--- config.mk ---
export PLATFORM = sky130hd
export DESIGN_NAME = alu_exec_ctrl
export DESIGN_NICKNAME = d
export VERILOG_FILES = /design/src/rtl/alu_exec_ctrl.sv
export SDC_FILE = /design/constraint.sdc
export NUM_CORES = 2
export LEC_CHECK = 0
export ABC_CLOCK_PERIOD_IN_PS = 3800
export BUFFER_PORTS_ARGS = -buffer_cell sky130_fd_sc_hd__buf_2
export CORE_MARGIN = 2
export CORE_UTILIZATION = 58
export DETAILED_ROUTE_END_ITERATION = 8
export PLACE_DENSITY_LB_ADDON = 0.1
export SETUP_SLACK_MARGIN = 0.2
export SYNTH_ARGS = -nofsm -noshare
export SYNTH_HDL_FRONTEND = slang
export SYNTH_SLANG_ARGS = --single-unit
--- constraint.sdc ---
create_clock -name clk -period 3.8 [get_ports clk]
set_clock_uncertainty 0.15 [all_clocks]
set_input_delay 0 -clock clk [delete_from_list [all_inputs] [get_ports clk]]
set_output_delay 0 -clock clk [all_outputs]
set_load 0.005 [all_outputs]
--- src/rtl/alu_exec_ctrl.sv ---
// Execute-stage sequencer: accepts decoded ALU ops over valid/ready, runs single-cycle ops
// directly, runs unsigned div as a restoring divider, and emits registered writeback plus
// one-cycle branch/flush and illegal-opcode pulses.
module alu_exec_ctrl #(
  parameter int unsigned WIDTH = 32,
  parameter int unsigned RD_W  = 7,
  parameter int unsigned OP_W  = 5
) (
  input  logic             clk,
  input  logic             rst,
  input  logic             in_valid,
  output logic             in_ready,
  input  logic [OP_W-1:0]  in_opcode,
  input  logic [RD_W-1:0]  in_rd,
  input  logic [WIDTH-1:0] in_rs,
  input  logic [WIDTH-1:0] in_rsi,
  input  logic [WIDTH-1:0] in_rt,
  output logic             out_valid,
  input  logic             out_ready,
  output logic [OP_W-1:0]  out_opcode,
  output logic [RD_W-1:0]  out_rd,
  output logic [WIDTH-1:0] out_result,
  output logic             branch_taken,
  output logic [RD_W-1:0]  branch_target,
  output logic             flush,
  output logic             busy,
  output logic             err_illegal
);

  localparam int unsigned CntW = (WIDTH > 1) ? $clog2(WIDTH) : 1;

  localparam logic [OP_W-1:0] OpNop  = OP_W'(0);
  localparam logic [OP_W-1:0] OpLv   = OP_W'(1);
  localparam logic [OP_W-1:0] OpMlt  = OP_W'(2);
  localparam logic [OP_W-1:0] OpDiv  = OP_W'(3);
  localparam logic [OP_W-1:0] OpRest = OP_W'(4);
  localparam logic [OP_W-1:0] OpSum  = OP_W'(5);
  localparam logic [OP_W-1:0] OpCp   = OP_W'(6);
  localparam logic [OP_W-1:0] OpB    = OP_W'(7);
  localparam logic [OP_W-1:0] OpBeg  = OP_W'(8);
  localparam logic [OP_W-1:0] OpSlr  = OP_W'(9);
  localparam logic [OP_W-1:0] OpGp   = OP_W'(10);

  typedef enum logic [1:0] {StIdle, StDiv, StWaitOut} state_e;

  state_e           state_q;
  logic [WIDTH-1:0] dvd_q;   // dividend shifting out, quotient shifting in
  logic [WIDTH-1:0] dvs_q;
  logic [WIDTH-1:0] rem_q;
  logic [CntW-1:0]  cnt_q;
  logic [RD_W-1:0]  div_rd_q;

  logic             out_free;
  logic             accept;
  logic [WIDTH:0]   div_sh;
  logic [WIDTH:0]   div_diff;
  logic             q_bit;
  logic [WIDTH-1:0] rem_next;
  logic [WIDTH-1:0] quo_next;
  logic [WIDTH-1:0] wb_result;
  logic             beg_taken;

  // Handshake, one restoring-divide step and single-cycle result decode
  always_comb begin
    out_free  = !out_valid || out_ready;
    in_ready  = (state_q == StIdle) && out_free;
    accept    = in_valid && in_ready;
    busy      = (state_q != StIdle);

    div_sh    = {rem_q, dvd_q[WIDTH-1]};
    div_diff  = div_sh - {1'b0, dvs_q};
    q_bit     = !div_diff[WIDTH];
    rem_next  = q_bit ? div_diff[WIDTH-1:0] : div_sh[WIDTH-1:0];
    quo_next  = {dvd_q[WIDTH-2:0], q_bit};

    beg_taken = {{(WIDTH-RD_W){1'b0}}, in_rd} > in_rs;

    wb_result = '0;
    case (in_opcode)
      OpLv, OpCp: wb_result = in_rsi;
      OpMlt:      wb_result = in_rs * in_rt;
      OpRest:     wb_result = in_rs - in_rt;
      OpSum:      wb_result = in_rs + in_rt;
      OpSlr:      wb_result = (in_rt >= WIDTH'(WIDTH)) ? '0 : (in_rs << in_rt[CntW-1:0]);
      OpGp:       wb_result = in_rs;
      default:    wb_result = '0;
    endcase
  end

  // Sequencer state, divider datapath and all registered outputs
  always_ff @(posedge clk or negedge rst) begin
    if (!rst) begin
      state_q       <= StIdle;
      dvd_q         <= '0;
      dvs_q         <= '0;
      rem_q         <= '0;
      cnt_q         <= '0;
      div_rd_q      <= '0;
      out_valid     <= 1'b0;
      out_opcode    <= '0;
      out_rd        <= '0;
      out_result    <= '0;
      branch_taken  <= 1'b0;
      branch_target <= '0;
      flush         <= 1'b0;
      err_illegal   <= 1'b0;
    end else begin
      branch_taken <= 1'b0;
      flush        <= 1'b0;
      err_illegal  <= 1'b0;
      if (out_valid && out_ready) out_valid <= 1'b0;

      case (state_q)
        StIdle: begin
          if (accept) begin
            case (in_opcode)
              OpNop: ;
              OpLv, OpMlt, OpRest, OpSum, OpCp, OpSlr, OpGp: begin
                out_valid  <= 1'b1;
                out_opcode <= in_opcode;
                out_rd     <= in_rd;
                out_result <= wb_result;
              end
              OpDiv: begin
                if (in_rt == '0) begin
                  out_valid  <= 1'b1;
                  out_opcode <= in_opcode;
                  out_rd     <= in_rd;
                  out_result <= '1;
                end else begin
                  dvd_q    <= in_rs;
                  dvs_q    <= in_rt;
                  rem_q    <= '0;
                  cnt_q    <= '0;
                  div_rd_q <= in_rd;
                  state_q  <= StDiv;
                end
              end
              OpB: begin
                branch_taken  <= 1'b1;
                flush         <= 1'b1;
                branch_target <= in_rd;
              end
              OpBeg: begin
                if (beg_taken) begin
                  branch_taken  <= 1'b1;
                  flush         <= 1'b1;
                  branch_target <= in_rt[RD_W-1:0];
                end
              end
              default: err_illegal <= 1'b1;
            endcase
          end
        end
        StDiv: begin
          rem_q <= rem_next;
          dvd_q <= quo_next;
          cnt_q <= cnt_q + 1'b1;
          if (cnt_q == CntW'(WIDTH - 1)) begin
            if (out_free) begin
              out_valid  <= 1'b1;
              out_opcode <= OpDiv;
              out_rd     <= div_rd_q;
              out_result <= quo_next;
              state_q    <= StIdle;
            end else begin
              state_q <= StWaitOut;
            end
          end
        end
        StWaitOut: begin
          // Quotient parked in dvd_q until the writeback register frees up
          if (out_free) begin
            out_valid  <= 1'b1;
            out_opcode <= OpDiv;
            out_rd     <= div_rd_q;
            out_result <= dvd_q;
            state_q    <= StIdle;
          end
        end
        default: state_q <= StIdle;
      endcase
    end
  end

endmodule
==> metrics.cfg <==
[worst_setup_path]
crit_arrival_ns = 7.20
crit_slowest_cell = fa_1
cpPeakStageDelay_ns = 0.61
cpLargestDelayFamily = adder cells
path_max_fanout = 6
crit_top_cell = fa_1
setup.worst_path.class = in -> reg
rrSetupSlack_ns = -0.27
path_buf_inv = 5
reg2reg_from = rem_q[0]
r2r-end = rem_q[0]
startpoint_type = input port
worstPathRequired_ns = 4.04
ff2ff_path_depth = 15
end_kind = register

[cts]
htreeDepth = 4
clk_pin_slew_ns = 0.10
cts_buffers = 17
cts.sink_count = 164
clockBufferDepth = 2
root_buffer = clkbuf_16
cts_tree = built
clock_latency_ns = 0.50

[floorplan]
start_util_pct = 58.8
die_h_um = 230
core_area_sq_um = 50300
rows = 82
io_pins = 169
fp.dieArea_sq_um = 52800
die_w_um = 230

[outcome]
outcome = complete, but fails checks
violations = design-rule violations, negative hold slack, negative setup slack

[final_layout]
area_growth_syn_to_layout_pct = 32.3
drive_above_1_share_pct = 27.4
multi_input_area_sq_um = 24800
n_fill_cell = 3240
final_nets = 4756
register_area_sq_um = 4100
final_cell_area_sq_um = 39100

[global_route]
grt_use_total_pct = 47.7
overflow = 0
antenna_found_initial = 15
grt_max_degree = 96
grt_pass1_vias = 31700
grt_pass1_wl_um = 188000

[placed_design]
gp_congestion = 1.06
dp_hpwl_um = 91800
place_area_sq_um = 34300
io_buffers = 168

[logic_synthesis]
ys_async_sr_fraction_pct = 100
synth-seq-area-share_pct = 13.9
synth_area_leaders = fa_1, dfrtp_1, ha_1
syn-num-nets = 4139
synth_warnings = 0
syn_area_sq_um = 29600
synthDominantCellAreaShare_pct = 27.8
synth-edff-count = 0
yosysUniqueCellTypes = 85
synthTopCellsByCount = inv_1, nand2_1, fa_1, and2_1, clkbuf_1
synth-seq-cells = 164
syn_inst = 3416
yosys.cell_count.top_type = inv_1
avgSynthCellArea_sq_um = 8.65
yosys.area.top_type = fa_1
synth_top_flop_cell = dfrtp_1

[sta]
rsz0062_at_grt = true
fin_ws_ns = -3.15
finalSetupViolCount = 59
max_freq_mhz = 144
tightest_slew_ns = 1.25
finalHoldWorstSlack_ns = -0.0209
min_period_over_period_pct = 183
layout_min_cycle_time_ns = 6.95
final-max-slew-violation-count = 0
finalHoldViolCount = 3
max-slew-margin-rel_pct = 16.2

[detailed_routing]
dr.pass1.iters = 9
wl_per_cell_um = 27.6
routed_wl_um = 131000
drt_iter0_markers = 3668
post-route-drc-count = 17
antenna_left = 0
via_count = 30300
vias_per_cell = 6.41

[worst_hold_path]
min_path_type = in -> async

[flow_run]
drv_cap = 0

[worst reg2reg max path: stages, from the launching register on]
cell	delay (ns)
dfrtp_1	0.43
inv_1	0.27
fa_2	0.32
nor2b_4	0.05
o31a_1	0.29
o21bai_2	0.24
a32oi_2	0.19
a221oi_4	0.40
o311ai_4	0.19
a311oi_4	0.33
buf_6	0.17
xor2_4	0.07
buf_12	0.16
buf_6	0.12
or4_4	0.47
o221ai_4	0.12
[timing repair]
item                       4_1_cts  5_1_grt
gates cloned                     8        3
setup endpoints to repair       62       94
hold endpoints to repair       194        1
setup buffers                   57       33
gates resized for setup        331      179
pin swaps                      157      135
hold buffers                    86        1
[how the worst max path moves through the flow]
stage          startpoint        endpoint  slack [ns]  depth (start not counted)
2_1_floorplan    in_rt[2]  out_result[31]       -3.10                         29
3_3_place_gp     in_rt[5]  out_result[31]       -3.12                         25
3_5_place_dp     in_rt[2]  out_result[31]       -3.17                         23
4_1_cts         in_rs[17]  out_result[31]       -2.54                         23
5_1_grt          in_rt[3]  out_result[30]       -3.14                         25
6_report         in_rt[3]  out_result[30]       -3.15                         25
[cell usage in the layout (no fill, tap or decap), types with 25 or more instances in the layout]
cell type        n
buf_4          453
a21oi_1        149
dlygate4sd3_1   87
fa_1           386
nand2_1        404
mux2i_1         77
dfrtp_1        164
xnor2_1        104
and2_4          25
a21o_1          41
nor2_1         148
buf_12          32
and2_1         279
inv_1          414
xor2_1          45
ha_4            47
a22oi_1         32
mux2_2          25
buf_2          145
buf_6           75
ha_1           154
o21ai_0        117
[state kept, by name (all words and copies together), names as in the netlist]
| register | flops |
|---|---|
| branch_target | 7 |
| cnt_q | 5 |
| state_q | 2 |
| dvs_q | 32 |
| out_opcode | 5 |
| rem_q | 32 |
| err_illegal | 1 |
| out_valid | 1 |
| out_rd | 7 |
| div_rd_q | 7 |
| flush | 1 |
| dvd_q | 32 |
| out_result | 32 |
[through the flow]
step | util [%] | setup TNS (ns) | setup slack (ns) | cells
3_5_place_dp | 68.3 | -75.87 | -3.17 | 4498
6_report | 77.8 | -69.23 | -3.15 | 4728
5_1_grt | 77.8 | -69.71 | -3.14 | 4727
3_3_place_gp | 68.3 | -70.72 | -3.12 | 4498
2_1_floorplan | - | -61.14 | -3.10 | 3416
4_1_cts | 75.4 | -51.07 | -2.54 | 4681
[per-layer routing]
layer / up-vias / part of all wire [%] / GRT usage [%]
li1: 12400 / - / -
met1: 14700 / 33 / 54.3
met2: 2305 / 45 / 75.9
met3: 863 / 12 / 13.3
met4: 6 / 11 / 37.4
met5: - / 0.057 / 0.735
[kinds of logic (layout without fill, tap and decap cells)]
logic type / Yosys count / count (layout) / share of synthesized area (%)
simple gates: 1042 / 1042 / 17.2
buf+inv: 670 / 1300 / 8.59
xor+xnor: 166 / 166 / 4.94
compound gates: 639 / 639 / 14.2
flops: 164 / 164 / 13.9
other cells: 0 / 10 / 0
mux: 124 / 124 / 4.90
fa+ha+maj: 611 / 611 / 36.3
[cell type report]
type,count,share of cell area (%)
inverters,445,4.33
clock inverters,15,0.502
flip-flops and latches,164,10.5
clock buffers,17,1.09
well taps,672,2.15
repair buffers,823,18.0
diodes,10,0.0640
multi-input cells,2582,63.3
Power is not shown: default switching activity piles up to over one toggle a cycle in this logic, so the estimate is an artifact.
